<file path="config.mk">
export PLATFORM = sky130hd
export DESIGN_NAME = debounce8_flat
export DESIGN_NICKNAME = d
export VERILOG_FILES = /design/src/rtl/debounce8_if.sv /design/src/rtl/debounce8.sv /design/src/flat_wrapper.sv
export SDC_FILE = /design/constraint.sdc
export NUM_CORES = 1
export LEC_CHECK = 0
export CAP_MARGIN = 20
export CORE_MARGIN = 4
export CORE_UTILIZATION = 52
export CTS_BUF_LIST = sky130_fd_sc_hd__clkbuf_8
export DETAILED_ROUTE_END_ITERATION = 8
export PLACE_DENSITY_LB_ADDON = 0.3
export SYNTH_ARGS = -nofsm -noshare
export SYNTH_HDL_FRONTEND = slang
export SYNTH_SLANG_ARGS = --single-unit
</file>
<file path="constraint.sdc">
create_clock -name clk -period 3.5 [get_ports clk]
set_clock_uncertainty 0.1 [all_clocks]
set_input_delay 0.7 -clock clk [delete_from_list [all_inputs] [get_ports clk]]
set_output_delay 0.7 -clock clk [all_outputs]
set_load 0.02 [all_outputs]
</file>
<file path="src/rtl/debounce8_if.sv">
// debounce8_if: raw board inputs and conditioned level/edge outputs of debounce8.
interface debounce8_if;
    logic [7:0] raw, stable, rise, fall;
    modport master (output raw, input stable, rise, fall);
    modport slave (input raw, output stable, rise, fall);
endinterface

</file>
<file path="src/rtl/debounce8.sv">
// debounce8: 8-channel 2-flop synchroniser and debouncer; define DEBOUNCE8_EDGE_EN for rise/fall pulses.
module debounce8 #(
    parameter int unsigned DEBOUNCE_CYCLES = 16,
    parameter logic [7:0]  INIT_VAL        = 8'h00
) (
    input logic        clk,
    input logic        rst_n,
    debounce8_if.slave bus
);
    localparam int CW = DEBOUNCE_CYCLES > 1 ? $clog2(DEBOUNCE_CYCLES) : 1;
    localparam logic [CW-1:0] TC = CW'(DEBOUNCE_CYCLES - 1);
    logic [7:0] s1_q, s2_q, stable_q, stable_d;
    logic [7:0][CW-1:0] cnt_q, cnt_d;
    // A channel counts only while its synchronised input disagrees with its level.
    always_comb begin
        cnt_d = '0;
        stable_d = stable_q;
        for (int i = 0; i < 8; i++) begin
            cnt_d[i] = (s2_q[i] != stable_q[i] && cnt_q[i] != TC) ? cnt_q[i] + 1'b1 : '0;
            stable_d[i] = (s2_q[i] != stable_q[i] && cnt_q[i] == TC) ? s2_q[i] : stable_q[i];
        end
    end
    always_ff @(posedge clk or negedge rst_n) begin
        if (!rst_n) begin
            s1_q <= INIT_VAL;
            s2_q <= INIT_VAL;
            stable_q <= INIT_VAL;
            cnt_q <= '0;
        end else begin
            s1_q <= bus.raw;
            s2_q <= s1_q;
            stable_q <= stable_d;
            cnt_q <= cnt_d;
        end
    end
    assign bus.stable = stable_q;
`ifdef DEBOUNCE8_EDGE_EN
    logic [7:0] rise_q, fall_q;
    always_ff @(posedge clk or negedge rst_n) begin
        if (!rst_n) begin
            rise_q <= '0;
            fall_q <= '0;
        end else begin
            rise_q <= stable_d & ~stable_q;
            fall_q <= ~stable_d & stable_q;
        end
    end
    assign bus.rise = rise_q;
    assign bus.fall = fall_q;
`else
    assign bus.rise = '0;
    assign bus.fall = '0;
`endif
endmodule

</file>
<file path="src/flat_wrapper.sv">
// flat-port wrapper written by rule: the top's interface ports become plain ports
module debounce8_flat 
#(
    parameter int unsigned DEBOUNCE_CYCLES = 16,
    parameter logic [7:0]  INIT_VAL        = 8'h00
)
  (clk, rst_n, bus_raw, bus_stable, bus_rise, bus_fall);
  debounce8_if bus_i ();
  input logic clk;
  input logic rst_n;
  input wire logic [$bits(bus_i.raw)-1:0] bus_raw;
  output wire logic [$bits(bus_i.stable)-1:0] bus_stable;
  output wire logic [$bits(bus_i.rise)-1:0] bus_rise;
  output wire logic [$bits(bus_i.fall)-1:0] bus_fall;
  assign bus_i.raw = bus_raw;
  assign bus_stable = bus_i.stable;
  assign bus_rise = bus_i.rise;
  assign bus_fall = bus_i.fall;
  debounce8 #(.DEBOUNCE_CYCLES(DEBOUNCE_CYCLES), .INIT_VAL(INIT_VAL)) u_core (.clk(clk), .rst_n(rst_n), .bus(bus_i));
endmodule
</file>
# --- Yosys cells after proc, flatten, opt, wreduce, memory -nomap -nowiden ---
# Cells that the tools add are included.
# Widths: inputs -> output; s select.
totals:
  register_bits: 56
  input_bits: 10
  output_inout_bits: 24
op_classes:
  add_sub_neg: 8
  eq_ne: 24
  mux: 8
  reduce_logical: 16
ops:
  columns: ["operator", "n"]
  rows:
  - ["$add 4x1->4 const B", 8]
  - ["$eq 4x4->1 const B", 8]
  - ["$mux 4", 8]
  - ["$ne 4x4->1 const B", 8]
  - ["$logic_and 1x1->1", 16]
  - ["$ne 1x1->1", 8]

# --- Logic depth before layout (Yosys ltp) ---
# Gate-level depths: netlist of run 1.
logic_depth:
  depth_word: 3
  ltp_mapped: 4
  depth_no_buf: 4

# --- Least setup slack after synthesis of run 1 ---
# Ideal clock, no wire load.
synth_timing:
  path_kind: "register to output"
  from: "register u_core.stable_q[0], in the netlist u_core.bus.stable[0]"
  to: "output port bus_stable[0]"
  arrival_time_ns: 0.447
  slack_ns: 2.253
  path_stages_with_launch: 1
  path_buffers: 0
  cell_sequence: "dfrtp_1"
synth_lines:
  columns: ["element", "line", "text"]
  rows:
  - ["start, declared", "debounce8.sv:12", "logic [7:0] s1_q, s2_q, stable_q, stable_d;"]
  - ["start signal, assigned", "debounce8.sv:32", "stable_q <= stable_d;"]
  - ["end, declared", "flat_wrapper.sv:12", "output wire logic [$bits(bus_i.stable)-1:0] bus_stable;"]
# No word-level cell between the ends.

# --- Worst setup path after layout of run 1 ---
layout_timing:
  from: "register u_core.stable_q[7], in the netlist u_core.bus.stable[7]"
  to: "output port bus_stable[7]"
# No word-level cell between the ends.

==> out/metrics.cfg, run 1 <==
[synth]
synth_seq_area_share = 0.633
ys.flop_type = dfrtp_1
synthDistinctLibCells = 12
syn_area_mm2 = 0.00221
ys_ff_latch = 56
synth_xor_xnor_area_share = 0.0950
yosysWarnings = 0
ys_top_cells_by_area = dfrtp_1 63%, xnor2_1 6.3%, buf_4 5.4%
synth_edf_count = 0
synthSimpleGateAreaFrac = 0.105
synth_fa_ha_area_frac = 0.0452
synthMuxAreaShare = 0.0407
yosysTopAreaCell = dfrtp_1
synth_top_cell_area_share = 0.633
synth_compound_area_frac = 0.0119
syn_inst = 177
synthArstFlopShare = 1.00
yosysMostFrequentCell = dfrtp_1
synth_top_family_by_area = simple AND/OR/NAND/NOR gates
syn_area_per_cell_um2 = 12.5
yosys-top-cells-count = 56 x dfrtp_1, 32 x nor2_1, 16 x buf_4, 16 x nand3_1, 16 x xnor2_1

[power]
ir_drop_mv = 0.316
p_seq_frac = 0.616
p_leak_nw = 1.20
p_total_w = 0.00114
p_comb_frac = 0.081
powerDensity_mw_per_mm2 = 456
power.switching_w = 0.000262
p_int_w = 0.000873
sw_frac_of_total = 0.231
clockPowerShare = 0.303

[run]
drv_cap = 0

[floorplan]
start_util = 0.545
die_h_um = 73.2
die_w_um = 73.2
io_pins = 34
die-area_mm2 = 0.00536
rows = 23
core_area_mm2 = 0.00406

[finish]
fin_util = 0.614
fillers = 321
area_growth_pct = 12.5
diodes = 0
layout-drive-gt1-share = 0.0495
layout.nets = 219

[sta]
slew_violations = 0
setup_tns_ns = 0
rsz0062_at_grt = false
max_freq_mhz = 473
setup_viol = 0
hold_viol = 0
fin_crit_sh = 0.604
layout_min_cycle_time_ns = 2.11

[cts]
post_cts_buffers = 0
htreeDepth = 2
cts.clk_slew.worst_paths_ns = 0.09
cts_sinks = 56
cts_tree = yes
cts_made_buffers = 5
clock_path_buffers = 2
hold_buffers = 0
ctsResizeCount = 0
cts_root_buffer = clkbuf_8
clock_latency_ns = 0.29

[grt]
globalRouteOverflowTotal = 0
grt_util_all_layers = 0.125
grt_pass1_wl_mm = 5.06
antenna_found_initial = 0
grt_pass1_vias = 1206
grt_start_max_net_pins = 38

[drt]
drcViolationCount = 0
viasPerCell = 4.71
wirelength_mm = 2.98
wl_per_cell_um = 11.8
ant_nets = 0
drt-initial-drc-count = 43
drtPass1Iterations = 4
num_vias = 1188

[setup_path]
worst_ep_arrival_time_ns = 1.31
reg2reg_slack_ns = 2.19
worstPathRequired_ns = 2.70
path_buf_inv = 1
critPathSlowestCell = clkdlybuf4s50_1
worstSetupPathType = flip-flop to primary output
start_kind = flip-flop
crit_family = buffers and inverters
regToRegStartpoint = u_core.cnt_q[28]
path_cells = clkdlybuf4s50_1
crit_fanout = 3
cpPeakStageDelay_ns = 0.63
end_kind = primary output
r2r_end = u_core.bus.stable[7]
reg2reg_depth = 3

[place]
portBuffers = 17
dp_hpwl_mm = 2.26
gp_congestion = 0.739

[status]
status = finished clean

[min_path]
worstHoldPathType = input port to async pin

-- placed cells by master, fill, tap and decap left out --
cell type        netlist  layout
conb_1                 1      16
nand3_1               16      16
ha_1                   8       8
buf_12                 0       1
nand2b_1               5       5
xnor2_1               16      16
mux2_1                 8       8
clkinv_2               0       2
clkbuf_8               0       6
a31o_1                 3       3
buf_2                  0       1
inv_1                  8       8
nor2_1                32      32
clkdlybuf4s50_1        0      16
xor2_1                 8       8
dfrtp_1               56      56
-- power by group through the flow --
stage	clock network (W)	registers, W	logic, W
floorplan	0	0.000708	0.0000734
global placement	0	0.000710	0.0000846
detailed placement	0	0.000713	0.0000930
CTS	0.000361	0.000700	0.0000936
global route	0.000385	0.000704	0.000106
finish	0.000344	0.000700	0.0000916
-- flip-flops by register name, summed over array words and instances, names as in the netlist --
| name | flops |
|---|---|
| u_core.s2_q | 8 |
| u_core.cnt_q | 32 |
| u_core.bus.stable | 8 |
| u_core.s1_q | 8 |
-- area by class of cell --
cell class | instances | area (µm²) | area share
repair buffers | 18 | 185 | 0.0744
well taps | 50 | 62.6 | 0.0251
flip-flops and latches | 56 | 1400 | 0.563
multi-input cells | 112 | 718 | 0.288
inverters | 8 | 30.0 | 0.0121
clock inverters | 2 | 10.0 | 0.00402
clock buffers | 6 | 82.6 | 0.0332
-- per-layer routing --
metal,global-route usage,wire length (µm),share of wire
met1,0.148,1280,0.43
met2,0.208,1490,0.50
met3,0.0358,174,0.058
met4,0.0615,33,0.011
met5,0,0,0
-- how the worst max path moves through the flow --
stage / start / to / slack [ns] / cells after the start
finish: u_core.bus.stable[7] / bus_stable[7] / 1.39 / 1
global route: u_core.bus.stable[7] / bus_stable[7] / 1.31 / 1
CTS: u_core.bus.stable[7] / bus_stable[7] / 1.36 / 1
detailed placement: u_core.bus.stable[7] / bus_stable[7] / 1.71 / 1
global placement: rst_n / u_core.bus.stable[2] / 1.69 / 1
floorplan: u_core.bus.stable[0] / bus_stable[0] / 2.25 / 0
-- through the flow --
step                instance area, µm²  instances  setup slack (ns)  hold slack, ns
finish                            2490        252              1.39           0.249
global route                      2490        252              1.31           0.260
floorplan                         2270        192              2.25           0.231
CTS                               2490        252              1.36           0.254
detailed placement                2400        244              1.71           0.235
global placement                  2380        243              1.69           0.235
-- cells by family after synthesis --
logic type / count (synthesis)
xor+xnor: 24
mux: 8
other cells: 1
buf+inv: 24
compound gates: 3
flops: 56
fa+ha+maj: 8
simple gates: 53
(Power assumes the default switching activity.)
==> inputs of run 2 (changes only) <==
==> constraint.sdc (replaced) <==
create_clock -name clk -period 2.1 [get_ports clk]
set_clock_uncertainty 0.1 [all_clocks]
set_input_delay 0.42 -clock clk [delete_from_list [all_inputs] [get_ports clk]]
set_output_delay 0.42 -clock clk [all_outputs]
set_load 0.02 [all_outputs]
==> out/metrics.cfg, run 2 (synthesized netlist as in run 1, its figures left out) <==
[cts]
cts_root_buffer = clkbuf_8
clock_latency_ns = 0.30  ; about the same
cts_made_buffers = 5  ; unchanged
htreeDepth = 2  ; unchanged
hold_buffers = 1  ; +1
cts_tree = yes
ctsResizeCount = 0  ; unchanged
clock_path_buffers = 2  ; unchanged
post_cts_buffers = 0  ; unchanged
cts.clk_slew.worst_paths_ns = 0.08  ; about the same
cts_sinks = 56  ; unchanged

[sta]
slew_violations = 0  ; unchanged
hold_viol = 0  ; unchanged
fin_crit_sh = 0.876
fin_ws_ns = 0.261  ; -1.12 ns
setup_viol = 0  ; unchanged
layout_min_cycle_time_ns = 1.84
setup_tns_ns = 0  ; unchanged
max_freq_mhz = 544
rsz0062_at_grt = false

[finish]
layout-drive-gt1-share = 0.0396  ; -0.00990
top_register = u_core.cnt_q
multiInputGateArea_um2 = 718  ; unchanged
fillers = 304  ; -5.3%
final-instance-count-excl-fill = 252  ; unchanged
largest_reg_flops = 32  ; unchanged
most-common-layout-cells = 56 x dfrtp_1, 32 x nor2_1
register_area_mm2 = 0.00140  ; unchanged
area_growth_pct = 12.3
layout.nets = 220  ; +0.46%
diodes = 0  ; unchanged
fin_util = 0.612  ; -0.00123
layout_commonest_cell = dfrtp_1

[min_path]
holdPathStages = 0
hold_start = u_core.s1_q[3]
worstHoldPathType = flip-flop to flip-flop
whs_endpoint = u_core.s2_q[3]

[drt]
drcViolationCount = 0  ; unchanged
drt-initial-drc-count = 35  ; -19%
wirelength_mm = 3.21  ; +7.9%
num_vias = 1228  ; +3.4%
ant_nets = 0  ; unchanged
drtPass1Iterations = 4  ; unchanged
wl_per_cell_um = 12.8  ; +7.9%
viasPerCell = 4.87  ; +3.4%

[place]
gp_congestion = 0.736  ; -0.37%
portBuffers = 17  ; unchanged
dp_slack_ns = 0.584  ; -1.12 ns
dp_cells = 244  ; unchanged
dp_hpwl_mm = 2.43  ; +7.5%

[power]
sw_frac_of_total = 0.233  ; +0.00246
p_int_w = 0.00142  ; +62%
p_leak_nw = 1.20  ; -0.13%
power.switching_w = 0.000430  ; +64%
p_seq_frac = 0.632  ; +0.016
p_comb_frac = 0.084  ; +0.003
clockPowerShare = 0.283  ; -0.020
powerDensity_mw_per_mm2 = 743  ; +63%
ir_drop_mv = 0.475  ; +51%

[setup_path]
path_cells = clkdlybuf4s50_1
end_kind = primary output
start_kind = flip-flop
crit_family = buffers and inverters
worstPathRequired_ns = 1.58  ; -1.12 ns
crit_fanout = 3  ; unchanged
path_buf_inv = 1  ; unchanged
r2r_end = u_core.bus.stable[6]
reg2reg_slack_ns = 0.79  ; -1.40 ns
worstSetupPathType = flip-flop to primary output
regToRegStartpoint = u_core.cnt_q[24]
reg2reg_depth = 3  ; unchanged
cpPeakStageDelay_ns = 0.63  ; about the same
critPathSlowestCell = clkdlybuf4s50_1
worst_ep_arrival_time_ns = 1.32  ; about the same

[floorplan]
start_util = 0.545  ; unchanged
die-area_mm2 = 0.00536  ; unchanged
io_pins = 34  ; unchanged
rows = 23  ; unchanged
core_area_mm2 = 0.00406  ; unchanged
die_h_um = 73.2  ; unchanged
die_w_um = 73.2  ; unchanged

[grt]
grt_pass1_wl_mm = 5.47  ; +8.2%
grt_pass1_vias = 1317  ; +9.2%
grt_util_all_layers = 0.139  ; +0.0138
globalRouteOverflowTotal = 0  ; unchanged
antenna_found_initial = 0  ; unchanged
grt_start_max_net_pins = 37  ; -2.6%

[run]
drv_cap = 0  ; unchanged

[status]
status = finished clean

==> run 2: cell type report <==
| type | count | share of cell area |
|---|---|---|
| clock inverters | 2 | 0.00352 |
| flip-flops and latches | 56 | 0.564 |
| clock buffers | 5 | 0.0277 |
| inverters | 8 | 0.0121 |
| well taps | 50 | 0.0252 |
| multi-input cells | 112 | 0.289 |
| repair buffers | 19 | 0.0785 |
==> run 2: power by group through the flow <==
stage / logic [W] / registers, W / clock network [W]
2_1_floorplan: 0.000122 / 0.00118 / 0
5_1_grt: 0.000181 / 0.00117 / 0.000596
4_1_cts: 0.000158 / 0.00117 / 0.000549
3_5_place_dp: 0.000157 / 0.00119 / 0
6_report: 0.000156 / 0.00117 / 0.000523
3_3_place_gp: 0.000145 / 0.00118 / 0
==> run 2: routing by layer <==
metal / vias up / track usage / wire length [µm]
met5: - / 0 / 0
met1: 596 / 0.142 / 1260
met4: 0 / 0.0861 / 84
li1: 583 / - / -
met3: 11 / 0.0399 / 182
met2: 38 / 0.245 / 1680
==> run 2: through the flow <==
step	power, W	instance area [µm²]	hold WS [ns]
after global placement	0.00133	2400	0.233
final	0.00185	2480	0.254
after global routing	0.00195	2480	0.266
after CTS	0.00187	2480	0.256
after floorplan	0.00130	2270	0.0244
after detailed placement	0.00134	2400	0.236
==> run 2: worst max-delay path by stage <==
stage                                     from              endpoint  depth (start not counted)
after global placement    u_core.bus.stable[1]         bus_stable[1]                          1
after CTS                 u_core.bus.stable[2]         bus_stable[2]                          1
after floorplan               u_core.cnt_q[16]  u_core.bus.stable[4]                          3
after global routing      u_core.bus.stable[7]         bus_stable[7]                          1
final                     u_core.bus.stable[2]         bus_stable[2]                          1
after detailed placement  u_core.bus.stable[2]         bus_stable[2]                          1
==> inputs of run 3 (changes only) <==
--- a/config.mk
+++ b/config.mk
@@ -5,7 +5,6 @@
 export SDC_FILE = /design/constraint.sdc
 export NUM_CORES = 1
 export LEC_CHECK = 0
-export CAP_MARGIN = 20
 export CORE_MARGIN = 4
 export CORE_UTILIZATION = 52
 export CTS_BUF_LIST = sky130_fd_sc_hd__clkbuf_8
==> results of run 3 <==
The final DEF is identical to that of run 2; final timing and power are the same.
==> edit 1: new RTL, config.mk and constraints of run 3 <==
`DEBOUNCE_CYCLES` is set to 16 in 2 places; all go to 32.
--- a/src/rtl/debounce8.sv
+++ b/src/rtl/debounce8.sv
@@ -2,3 +2,3 @@
 module debounce8 #(
-    parameter int unsigned DEBOUNCE_CYCLES = 16,
+    parameter int unsigned DEBOUNCE_CYCLES = 32,
     parameter logic [7:0]  INIT_VAL        = 8'h00
--- a/src/flat_wrapper.sv
+++ b/src/flat_wrapper.sv
@@ -3,3 +3,3 @@
 #(
-    parameter int unsigned DEBOUNCE_CYCLES = 16,
+    parameter int unsigned DEBOUNCE_CYCLES = 32,
     parameter logic [7:0]  INIT_VAL        = 8'h00
Behaviour: same outputs for any inputs over 10 cycles, from zero or initial values and one cycle with rst_n low; that may be too few to reach the edited logic, so the function may still have changed.
==> edit 1 against run 3 <==
  * Sequential share of layout area shrank 4.3 points
  * Non-clock buffer count grew 2
  * Sequential cell count grew 8
  * Design area grew 24%
  * Core utilization grew 3.0 points
  * Area after synthesis grew 18%
  * Total power grew 46%
  * Combinational power shrank 5%
  * Die area grew 16%
  * Routed wire length grew 7.1%
  * Worst setup slack lost 0.025 ns
  * Critical path type unchanged
==> edit 1: results (changes against run 3) <==
{| class="wikitable"
! Metric !! Value
|-
| Total number of H-tree levels || 3 (was 2)
|-
| Comb group || 0.148 mW (was 0.156 mW)
|-
| Final-stage net count || 258 (was 220)
|-
| Part of the total power dissipated in combinational logic || 0.055 (was 0.084)
|-
| Post-Syn Instances || 201 (was 177)
|-
| Largest net degree at the start of global routing || 24 (was 37)
|-
| Commonest cells in the netlist || dfrtp_1, nor2_1 (was dfrtp_1, nor2_1, buf_4, nand3_1, xnor2_1)
|-
| Clock group total power || 1.22 mW (was 0.523 mW)
|-
| Switch share || 0.214 (was 0.233)
|-
| TritonCTS buffer count || 9 (was 5)
|-
| Largest vdd supply drop || 682 uV (was 475 uV)
|-
| Count of unique library cells instantiated by Yosys || 13 (was 12)
|-
| CP arrival || 1.34 ns (was 1.32 ns)
|-
| Synth area leaders || dfrtp_1, ha_1, xor2_1 (was dfrtp_1, xnor2_1, buf_4)
|-
| Via Count || 1387 (was 1228)
|-
| Standby leakage power || 1.59 nW (was 1.20 nW)
|-
| Placed Instance Area || 2830 um^2 (was 2400 um^2)
|-
| Share of post-route cells with drive strength above 1 || 0.0844 (was 0.0396)
|-
| Portion of the post-synthesis area used by sequential elements || 0.614 (was 0.633)
|-
| Reg2reg end || u_core.bus.stable[2]$_DFFE_PN0P_ (was u_core.bus.stable[6]$_DFFE_PN0P_)
|-
| Worst reg2reg setup slack || 0.54 ns (was 0.79 ns)
|-
| Non-Filler Cell Area, Final || 3080 um^2 (was 2480 um^2)
|-
| Clk_lat worst skew || 0.33 ns (was 0.30 ns)
|-
| Final RePlAce weighted congestion || 0.778 (was 0.736)
|-
| Final Instance Count excl. Fillers || 304 (was 252)
|-
| HPWL after detailed placement || 2390 um (was 2430 um)
|-
| Tot GR Track Use || 0.134 (was 0.139)
|-
| R2r startpoint || u_core.cnt_q[10]$_DFF_PN0_ (was u_core.cnt_q[24]$_DFF_PN0_)
|-
| Ant. Diodes || 0 (unchanged)
|-
| Instance count after placement with tap cells included || 287 (was 244)
|-
| Worst hold-check slack || 0.249 ns (was 0.254 ns)
|-
| R2R depth || 4 (was 3)
|-
| Number of antenna violations at the first check in global routing || 0 (unchanged)
|-
| Number of flip-flops in the largest register || 40 (was 32)
|-
| Global-route wire length before repair || 6190 um (was 5470 um)
|-
| Iteration-0 DRC count of the detailed router || 38 (was 35)
|-
| Post-placement worst setup slack || 0.552 ns (was 0.584 ns)
|-
| Fillcell total || 349 (was 304)
|-
| Outcome || completed (unchanged)
|-
| Average wire per standard cell || 11.3 um (was 12.8 um)
|}
[edit 1: worst max path at each step]
stage / from / to / slack, ns / depth (start not counted)
2_1_floorplan: u_core.cnt_q[5]$_DFF_PN0_ / u_core.bus.stable[1]$_DFFE_PN0P_ / 0.62 / 4
3_3_place_gp: u_core.cnt_q[10]$_DFF_PN0_ / u_core.bus.stable[2]$_DFFE_PN0P_ / 0.55 / 4
3_5_place_dp: u_core.cnt_q[10]$_DFF_PN0_ / u_core.bus.stable[2]$_DFFE_PN0P_ / 0.55 / 4
4_1_cts: u_core.bus.stable[2]$_DFFE_PN0P_ / bus_stable[2] / 0.21 / 1
5_1_grt: u_core.bus.stable[0]$_DFFE_PN0P_ / bus_stable[0] / 0.17 / 1
6_report: u_core.bus.stable[2]$_DFFE_PN0P_ / bus_stable[2] / 0.24 / 1
[edit 1: cells by family after synthesis]
family	Yosys count	synth area share
xor+xnor	24	0.0807
fa+ha+maj	16	0.0768
simple gates	72	0.146
mux	8	0.0346
buf+inv	16	0.0461
flops	64	0.614
other cells	1	0.00144
[edit 1: timing repair]
action,4_1_cts,5_1_grt
hold endpoints to repair,19,0
hold buffers,1,0
endpoints found under the setup margin,0,0
[edit 1: area by class of cell]
type / instances / area share
Multi-Input combinational cell: 136 / 0.306
Tap cell: 67 / 0.0272
Sequential cell: 64 / 0.521
Clock buffer: 12 / 0.0537
Timing Repair Buffer: 21 / 0.0683
Clock inverter: 4 / 0.0244
[edit 1: routing by layer]
metal  routed length, um  track usage  up-vias  part of all wire
met5                   0            0        -                 0
met4                  70       0.0839        0             0.020
met3                 144       0.0522        7             0.042
met2                1670        0.204       24              0.48
met1                1560        0.158      674              0.45
li1                    -            -      682                 -
==> edit 2: new RTL, config.mk and constraints of run 3 <==
Made on the original files. Add a define of `DEBOUNCE8_EDGE_EN`.
--- a/src/rtl/debounce8.sv
+++ b/src/rtl/debounce8.sv
@@ -1,2 +1,4 @@
 // debounce8: 8-channel 2-flop synchroniser and debouncer; define DEBOUNCE8_EDGE_EN for rise/fall pulses.
+`define DEBOUNCE8_EDGE_EN
+
 module debounce8 #(
Formal check against the unedited RTL: same outputs for any inputs over 10 cycles, from zero or initial values and one cycle with rst_n low; that may be too few to reach the edited logic, so the function may still have changed.
==> edit 2 against run 3 <==
  * Design area increased by 35%
  * Sequential power increased by 26%
  * Sequential cell count increased by 16
  * Count of clock-buffer cells in the layout increased by 5
  * Non-clock buffer count increased by 16
  * Area after synthesis increased by 22%
  * Critical path type unchanged
  * Critical endpoint is now bus_stable[6]
  * Worst setup slack got worse by 0.081 ns
  * Total power increased by 51%
  * Global-route usage increased by 0.52 points
  * Routed wire length increased by 20%
  * Synthesized cell count increased by 6.2%
==> edit 2: results (changes against run 3) <==
{| class="wikitable"
! Metric !! Value
|-
| Via count of the first global-routing pass || 1571 (was 1317)
|-
| Number of nets produced by synthesis || 206
|-
| Stage delay of the slowest cell on the critical path || between 0.6 and 0.7 ns
|-
| Iteration-0 DRC count of the detailed router || 58 (was 35)
|-
| HPWL after detailed placement || 2650 um (was 2430 um)
|-
| TritonCTS buffer count || 9 (was 5)
|-
| Internal portion of total power || 2.20 mW (was 1.42 mW)
|-
| Critical path fanouts, max || 5 (was 3)
|-
| Outcome || completed (unchanged)
|-
| Maximum number of buffers from clock root to sink || 2 (unchanged)
|-
| Portion of the post-synthesis area used by sequential elements || 0.666 (was 0.633)
|-
| Count of unique library cells instantiated by Yosys || 16 (was 12)
|-
| Via Count || 1486 (was 1228)
|-
| Clk pin slew, worst setup/hold paths || 0.07 ns
|-
| Hold WC Path Type || reg2reg (unchanged)
|-
| Largest vdd supply drop || 512 uV (was 475 uV)
|-
| Global-route wire length before repair || 6870 um (was 5470 um)
|-
| Largest net degree at the start of global routing || 73 (was 37)
|-
| Standby leakage power || 1.59 nW (was 1.20 nW)
|-
| Share of post-route cells with drive strength above 1 || 0.159 (was 0.0396)
|-
| Total number of H-tree levels || 3 (was 2)
|-
| Worst-case headroom to the max-slew limit || 0.761
|-
| Tot GR Track Use || 0.144 (was 0.139)
|-
| Async S/R FF share, synth || 1.00 (unchanged)
|-
| Fillcell total || 352 (was 304)
|-
| Register with the most flip-flops || u_core.cnt_q (unchanged)
|-
| Average wire per standard cell || 12.6 um (was 12.8 um)
|-
| Commonest cells in the netlist || dfrtp_1, nor2_1, nor3b_1, xor2_1 (was dfrtp_1, nor2_1, buf_4, nand3_1, xnor2_1)
|-
| Number of flip-flops in the largest register || 32 (unchanged)
|-
| Final-stage net count || 252 (was 220)
|-
| Final RePlAce weighted congestion || 0.746 (was 0.736)
|-
| CP arrival || 1.40 ns (was 1.32 ns)
|-
| Cell class contributing the biggest share of worst-path delay || buffers and inverters (unchanged)
|-
| Setup Total Neg Slack || 0 ns (unchanged)
|-
| Count of port buffers added during placement || 33 (was 17)
|-
| # Post-CTS Setup Buffers || 0 (unchanged)
|-
| Clk_lat worst skew || 0.34 ns (was 0.30 ns)
|-
| Synth area leaders || dfrtp_1, xor2_1, nor3b_1 (was dfrtp_1, xnor2_1, buf_4)
|}
==> edit 2: cell types whose count changed after synthesis, moves of 5 or more <==
cell / run 3 / this run
buf_4: 16 / 0
nor3b_1: 0 / 16
nand3_2: 0 / 5
nand2b_1: 5 / 0
nor2_1: 32 / 24
xor2_1: 8 / 16
dfrtp_1: 56 / 72
nand3_1: 16 / 8
mux2_1: 8 / 0
xnor2_1: 16 / 8
==> edit 2: power by group through the flow <==
stage | Clock, mW | Combinational [mW] | Sequential, mW
2_1_floorplan | 0 | 0.0753 | 1.50
3_3_place_gp | 0 | 0.132 | 1.50
3_5_place_dp | 0 | 0.137 | 1.51
4_1_cts | 1.21 | 0.141 | 1.48
5_1_grt | 1.28 | 0.157 | 1.49
6_report | 1.18 | 0.135 | 1.48
==> edit 2: path summary, 6_finish.rpt <==
path / end / cells after the start / slack (ns) / startpoint
max: bus_stable[6] / 1 / 0.18 / u_core.bus.stable[6]$_DFF_PN0_
min: u_core.s2_q[4]$_DFF_PN0_ / 0 / 0.25 / u_core.s1_q[4]$_DFF_PN0_
max reg2reg: u_core.bus.stable[0]$_DFF_PN0_ / 3 / 0.76 / u_core.cnt_q[0]$_DFF_PN0_
min reg2reg: u_core.s2_q[4]$_DFF_PN0_ / 0 / 0.25 / u_core.s1_q[4]$_DFF_PN0_
max in group asynchronous: u_core.bus.fall[3]$_DFF_PN0_ / 3 / 1.08 / rst_n
min in group asynchronous: u_core.cnt_q[20]$_DFF_PN0_ / 3 / 0.53 / rst_n
==> edit 2: timing repair <==
action | CTS | global route
hold buffers | 1 | 0
hold endpoints to repair | 1 | 0
resized for setup | 0 | 0
==> edit 2: area by class of cell <==
cell class,count,area share
clock buffer,10,0.0409
sequential,72,0.536
timing repair buffer,35,0.106
inverter,4,0.00446
multi-input combinational,112,0.264
tap,67,0.0249
clock inverter,6,0.0245
==> edit 2: logic make-up (layout without fill, tap and decap cells) <==
logic type / Yosys count / in the layout / synth area share
xor gates and xnor gates: 24 / 24 / 0.0777
adders and majority gates: 8 / 8 / 0.0370
buffers and inverters: 4 / 55 / 0.00555
DFF: 72 / 72 / 0.666
muxes: 8 / 8 / 0.0389
and+or+nand+nor: 72 / 72 / 0.175
==> edit 2: per-layer routing <==
| metal | share of wire | track usage |
|---|---|---|
| met1 | 0.43 | 0.168 |
| met2 | 0.50 | 0.229 |
| met3 | 0.042 | 0.0415 |
| met4 | 0.029 | 0.0963 |
| met5 | 0 | 0 |
==> edit 2: through the flow <==
stage	setup slack, ns	hold WS [ns]	cells	cell area (um^2)
final	0.180	0.254	306	3360
after global routing	0.103	0.258	306	3360
after CTS	0.151	0.258	306	3360
after detailed placement	0.535	0.238	289	3130
after global placement	0.558	0.233	289	3130
after floorplan	0.848	0.0244	188	2710
